--- src/rtl/fifo_ctrl.sv ---
// Sequencing controller for the register-file FIFO: pointers, fill count, per-edge decision and status flags.
// Optional macro FIFO_SIMUL_RW_EN enables simultaneous read+write when wr_en and rd_en are both high.
module fifo_ctrl #(
  parameter int DEPTH = 8,
  parameter int AW    = 3
) (
  input  logic          clk,
  input  logic          reset,
  input  logic          wr_en,
  input  logic          rd_en,
  output logic          rf_we,
  output logic [AW-1:0] rf_waddr,
  output logic          rf_re,
  output logic [AW-1:0] rf_raddr,
  output logic          full,
  output logic          empty,
  output logic [AW:0]   data_count,
  output logic          wr_ack,
  output logic          wr_err,
  output logic          rd_ack,
  output logic          rd_err,
  output logic [2:0]    state
);

  typedef enum logic [2:0] {
    ST_INIT     = 3'd0,
    ST_NO_OP    = 3'd1,
    ST_WRITE    = 3'd2,
    ST_WR_ERROR = 3'd3,
    ST_READ     = 3'd4,
    ST_RD_ERROR = 3'd5
  } state_e;

  localparam logic [AW:0] FULL_COUNT = (AW+1)'(DEPTH);

  state_e        state_q, state_d;
  logic [AW-1:0] wr_ptr_q, wr_ptr_d;
  logic [AW-1:0] rd_ptr_q, rd_ptr_d;
  logic [AW:0]   count_q, count_d;
  logic          wr_ack_q, wr_ack_d;
  logic          wr_err_q, wr_err_d;
  logic          rd_ack_q, rd_ack_d;
  logic          rd_err_q, rd_err_d;
  logic          do_wr, do_rd;

  assign full  = (count_q == FULL_COUNT);
  assign empty = (count_q == '0);

  always_comb begin
    do_wr    = 1'b0;
    do_rd    = 1'b0;
    state_d  = ST_NO_OP;
    wr_ack_d = 1'b0;
    wr_err_d = 1'b0;
    rd_ack_d = 1'b0;
    rd_err_d = 1'b0;
    case ({wr_en, rd_en})
      2'b10: begin
        if (!full) begin
          do_wr    = 1'b1;
          state_d  = ST_WRITE;
          wr_ack_d = 1'b1;
        end else begin
          state_d  = ST_WR_ERROR;
          wr_err_d = 1'b1;
        end
      end
      2'b01: begin
        if (!empty) begin
          do_rd    = 1'b1;
          state_d  = ST_READ;
          rd_ack_d = 1'b1;
        end else begin
          state_d  = ST_RD_ERROR;
          rd_err_d = 1'b1;
        end
      end
      2'b11: begin
`ifdef FIFO_SIMUL_RW_EN
        // Empty and full are exclusive since DEPTH >= 2; each direction reports its own outcome.
        if (empty) begin
          do_wr    = 1'b1;
          state_d  = ST_WRITE;
          wr_ack_d = 1'b1;
          rd_err_d = 1'b1;
        end else if (full) begin
          do_rd    = 1'b1;
          state_d  = ST_READ;
          rd_ack_d = 1'b1;
          wr_err_d = 1'b1;
        end else begin
          do_wr    = 1'b1;
          do_rd    = 1'b1;
          state_d  = ST_WRITE;
          wr_ack_d = 1'b1;
          rd_ack_d = 1'b1;
        end
`else
        state_d = ST_NO_OP;
`endif
      end
      default: state_d = ST_NO_OP;
    endcase
  end

  always_comb begin
    wr_ptr_d = wr_ptr_q + AW'(do_wr);
    rd_ptr_d = rd_ptr_q + AW'(do_rd);
    count_d  = count_q + (AW+1)'(do_wr) - (AW+1)'(do_rd);
  end

  always_ff @(posedge clk or posedge reset) begin
    if (reset) begin
      state_q  <= ST_INIT;
      wr_ptr_q <= '0;
      rd_ptr_q <= '0;
      count_q  <= '0;
      wr_ack_q <= 1'b0;
      wr_err_q <= 1'b0;
      rd_ack_q <= 1'b0;
      rd_err_q <= 1'b0;
    end else begin
      state_q  <= state_d;
      wr_ptr_q <= wr_ptr_d;
      rd_ptr_q <= rd_ptr_d;
      count_q  <= count_d;
      wr_ack_q <= wr_ack_d;
      wr_err_q <= wr_err_d;
      rd_ack_q <= rd_ack_d;
      rd_err_q <= rd_err_d;
    end
  end

  // Strobes are suppressed while reset is held so storage never captures during a flush.
  assign rf_we      = do_wr & ~reset;
  assign rf_re      = do_rd & ~reset;
  assign rf_waddr   = wr_ptr_q;
  assign rf_raddr   = rd_ptr_q;
  assign data_count = count_q;
  assign wr_ack     = wr_ack_q;
  assign wr_err     = wr_err_q;
  assign rd_ack     = rd_ack_q;
  assign rd_err     = rd_err_q;
  assign state      = state_q;

endmodule

--- config.mk ---
export PLATFORM = sky130hd
export DESIGN_NAME = fifo_ctrl
export DESIGN_NICKNAME = d
export VERILOG_FILES = /design/src/rtl/fifo_ctrl.sv
export SDC_FILE = /design/constraint.sdc
export NUM_CORES = 1
export LEC_CHECK = 0
export ABC_AREA = 1
export BUFFER_PORTS_ARGS = -buffer_cell sky130_fd_sc_hd__buf_2
export CAP_MARGIN = 20
export CORE_UTILIZATION = 52
export DETAILED_ROUTE_END_ITERATION = 7
export GPL_TIMING_DRIVEN = 0
export PLACE_DENSITY_LB_ADDON = 0.05
export SLEW_MARGIN = 10
export SYNTH_ARGS = -nofsm -noshare
export SYNTH_HDL_FRONTEND = slang
export SYNTH_SLANG_ARGS = --single-unit
--- constraint.sdc ---
create_clock -name clk -period 2.6 [get_ports clk]
set_input_delay 0.13 -clock clk [delete_from_list [all_inputs] [get_ports clk]]
set_output_delay 0.13 -clock clk [all_outputs]
set_load 0.01 [all_outputs]
### Word level (Yosys, flattened, before mapping)

Index checks and enable logic that the tools add are counted.

| storage, ports and cells | value |
|---|---|
| register bits | 17 |
| input bits | 4 |
| word-level logic and storage cells | 30 |

| operators by class | value |
|---|---|
| add/subtract/negate cells | 4 |
| equal/unequal tests | 3 |
| multiplexer cells | 11 |
| bitwise operators | 3 |
| reductions and logical operators | 1 |

Operators with widths:

| kind | count |
|---|---|
| two-way mux 1 bit | 10 |
| adder 3 x 1 -> 3 bit | 2 |
| one-hot mux 3 bit (2 select lines) | 1 |
| adder 4 x 1 -> 4 bit | 1 |
| == test 4 bit (second input constant) | 1 |
| logical NOT 4 bit | 1 |
| subtractor 4 x 1 -> 4 bit | 1 |
| AND 1 bit | 2 |
| == test 2 x 1 -> 1 bit (second input constant) | 1 |
| == test 2 bit (second input constant) | 1 |
| inverter 1 bit | 1 |

### Longest topological paths before layout

| logic depth | value |
|---|---|
| word-level depth | 5 |
| mapped depth | 12 |
| depth with buffers taken out | 12 |

### Least setup slack after synthesis

Ideal clock, no wire load.

| timing | value |
|---|---|
| path kind | register to register |
| start point | register count_q[2], in the netlist data_count[2] |
| end point | register count_q[2], in the netlist data_count[2] |
| setup time | 122 ps |
| arrival time | 1,683 ps |
| slack | 795 ps |
| cell stages (with the launch flop) | 10 |
| path buffers | 0 |
| clock period less this slack | 1,805 ps |
| path through | dfrtp_1 -> inv_1 -> ha_1 -> nand2_2 -> nand2_2 -> nand2_2 -> nand2_2 -> ha_1 -> fa_1 -> xor2_1 |

| between the ends | value |
|---|---|
| cells in the longest elaborated chain, start to end | 5 |

Ends and longest elaborated chain:

| element | RTL line | source |
|---|---|---|
| from (decl) | 39 | `logic [AW:0] count_q, count_d;` |
| from (signal assigned) | 126 | `count_q <= count_d;` |
| == test 4 bit | 46 | `assign full = (count_q == FULL_COUNT);` |
| two-way mux 1 bit | 59 | `if (!full) begin` |
| two-way mux 1 bit | 57 | `case ({wr_en, rd_en})` |
| adder 4 x 1 -> 4 bit | 109 | `count_d = count_q + (AW+1)'(do_wr) - (AW+1)'(do_rd);` |
| subtractor 4 x 1 -> 4 bit (*) | 109 |  |
| net count_d[2] | 39 |  |

The timed path passes the listed nets; every way through them passes the cells marked *.

### Worst setup path in the final report

Same ends and word-level chain as after synthesis.

==> run_results.csv <==
group,metric,value,unit
status,outcome,"finished clean",
power_and_ir_drop,sw_frac_of_total,0.396,
critical_path,endpoint_kind,"flip-flop",
global_routing,overflow,0,
global_routing,grt_max_degree,18,
final_layout,register_area,425,um2
global_routing,grt.total_usage,0.173,
critical_path,rr_startpoint,"data_count[2]$_DFF_PP0_",
timing,post-route-period-util,0.712,
logic_synthesis,synth.distinct_cells,14,
critical_path,required,2.78,ns
power_and_ir_drop,p_int,0.000612,W
timing,fin_skew,0.00736,ns
drt,via_count,528,
placement,place_congestion,0.708,
drt,drtAntennaViolNets,0,
cts,htreeDepth,1,
final_layout,drive_gt1_frac,0.408,
min_path,hold_start,"rd_en",
timing,holdWs,0.167,ns
cts,clockBufferDepth,2,
global_routing,grt_pass1_vias,438,
min_path,hold-path-endpoint,"state[0]$_DFF_PP0_",
die,std_cell_rows,13,
global_routing,grt_pass1_wl,1.74,mm
die,die_h,41.0,um
die,core,1350,um2
critical_path,r2r_end,"data_count[2]$_DFF_PP0_",
die,ios,25,
timing,period_minus_slack,1.85,ns
drt,remaining_drc_errors,0,
power_and_ir_drop,clock_power_share,0.137,
final_layout,area_growth,22.3,%
cts,clkTransAtPathRegs,0.10,ns
die,dieArea,1680,um2
critical_path,reg2regPathDepth,9,
cts,cts_tree,"built",
critical_path,path_class,"reg2reg",
timing,slew_headroom,0.588,
drt,drt-initial-drc-count,3,
global_routing,antenna_found_initial,0,
logic_synthesis,syn_avg_cell_area,11.5,um2
power_and_ir_drop,cellPowerDensity,1050,nW/um2
final_layout,utilization,0.716,
cts,clkLatencyLatePin,0.29,ns
critical_path,cp_data_arrival_time,2.03,ns
min_path,hold_path_depth,4,
final_layout,finalInstanceArea,967,um2
logic_synthesis,ys_ff_latch,17,
placement,dp_cells,108,
critical_path,critPathMaxFanout,3,
cts,root_buffer,"clkbuf_4",
final_layout,fill_cells,103,
logic_synthesis,ys_seq_area_frac,0.538,
logic_synthesis,syn_inst,69,
placement,postPlaceCellArea,930,um2
final_layout,fin_nets,115,
die,die_w,41.0,um
cts,post_cts_buffers,0,
timing,fmax,0.540,GHz
timing,setup_violations,0,
flow_run,max-cap-violations,0,
die,start_util,0.586,
cts,cts_sinks,17,
timing,slew_viol_final,0,
critical_path,reg2reg_setup_slack,0.75,ns
logic_synthesis,netlist_area,791,um2
timing,finalHoldViolCount,0,
cts,cts-buffers-inserted,3,
drt,routedWlPerCell,10.6,um
power_and_ir_drop,p_leak,0.590,nW
power_and_ir_drop,combPwrFrac,0.447,
drt,drt-total-wl,1.20,mm
logic_synthesis,synth_nets,85,
power_and_ir_drop,ir_drop,766,uV
timing,rsz0062_at_grt,"false",
power_and_ir_drop,p_sw,0.000401,W
timing,worstMarginPinSlew,0.617,ns
logic_synthesis,ys_warn_count,0,
placement,dpl.hpwl,920,um
power_and_ir_drop,pwr-share-seq,0.416,
final_layout,diodes,0,
placement,io_buffers,24,
drt,firstDrtPassIters,3,
min_path,min_path_type,"in2reg",
final_layout,final_cells,113,
critical_path,startpoint_type,"flip-flop",
timing,fin_setup_tns,0,ns
final_layout,multi_input_area,313,um2
drt,viasPerCell,4.67,
## synthesized netlist by cell type, drive strengths merged
| cell type | number | area, um2 |
|---|---|---|
| inv | 14 | 52.6 |
| dfrtp | 17 | 425 |
| fa | 1 | 20.0 |
| ha | 11 | 138 |
| or2 | 1 | 6.26 |
| a21oi | 2 | 17.5 |
| nand3 | 2 | 15.0 |
| xor2 | 3 | 26.3 |
| nand2 | 14 | 67.6 |
| nor2 | 4 | 22.5 |
## flip-flops by register name (all words and copies together), names as in the netlist
signal      flops
data_count      4
rf_raddr        3
rf_waddr        3
state           3
rd_ack          1
rd_err          1
wr_ack          1
wr_err          1
## worst max-delay path by stage
stage                            startpoint                 endpoint  slack [ns]  cells after the start
finish              data_count[2]$_DFF_PP0_  data_count[2]$_DFF_PP0_        0.75                      9
global route        data_count[2]$_DFF_PP0_  data_count[2]$_DFF_PP0_        0.66                      9
CTS                 data_count[2]$_DFF_PP0_  data_count[2]$_DFF_PP0_        0.73                      9
detailed placement  data_count[2]$_DFF_PP0_  data_count[2]$_DFF_PP0_        0.75                      9
global placement    data_count[2]$_DFF_PP0_  data_count[2]$_DFF_PP0_        0.78                      9
floorplan           data_count[2]$_DFF_PP0_  data_count[2]$_DFF_PP0_        0.79                      9
## placed cells by master (no fill, tap or decap), types with 2 or more instances in the layout
master / instances
clkbuf_4: 3
dfrtp_1: 17
a21oi_2: 2
nand2_2: 6
inv_1: 12
xor2_1: 3
nor2_1: 3
buf_2: 24
inv_2: 2
nand2_1: 8
ha_1: 11
## worst max-delay path: stages, from the launching register on
cell and delay (ns):
dfrtp_1 0.35, inv_1 0.08, ha_1 0.24, nand2_2 0.10, nand2_2 0.06, nand2_2 0.11
nand2_2 0.05, ha_1 0.21, fa_1 0.38, xor2_1 0.17
## what timing repair did
action                                 in CTS  in global routing
gates resized for setup                     0                  0
hold buffers                                1                  0
endpoints found under the hold margin      17                  0
## metal layers
layer,up-vias,global-route usage,part of all wire
met4,0,0.150,0.019
met5,-,0,0
met2,18,0.262,0.46
met3,2,0.0489,0.057
li1,265,-,-
met1,243,0.197,0.46
## stage by stage
step,power (W),worst slack [ns]
floorplan,0.000729,0.795
global placement,0.000861,0.780
detailed placement,0.000888,0.752
CTS,0.00103,0.731
global route,0.00111,0.656
finish,0.00101,0.749
## power by group through the flow
stage          clock network (W)  registers [W]  logic, W
3_5_place_dp                   0       0.000427  0.000461
2_1_floorplan                  0       0.000470  0.000258
3_3_place_gp                   0       0.000421  0.000440
6_report                0.000139       0.000421  0.000453
5_1_grt                 0.000157       0.000436  0.000515
4_1_cts                 0.000147       0.000422  0.000465
## area by class of cell
cell class              count  area share
clock buffers               3      0.0233
clock inverters             1     0.00517
inverters                  14      0.0543
multi-input cells          38       0.323
flip-flops and latches     17       0.440
well taps                  15      0.0194
repair buffers             25       0.135
## cells by family (layout without fill, tap and decap cells)
group                    after synthesis  in the layout  synth area share
buffers and inverters                 14             43            0.0665
AND/OR/NAND/NOR                       21             21             0.141
adder cells (fa/ha/maj)               12             12             0.199
XOR/XNOR                               3              3            0.0332
AO/OA/AOI/OAI                          2              2            0.0222
flip-flops                            17             17             0.538
Power figures use the tool's default switching activity.
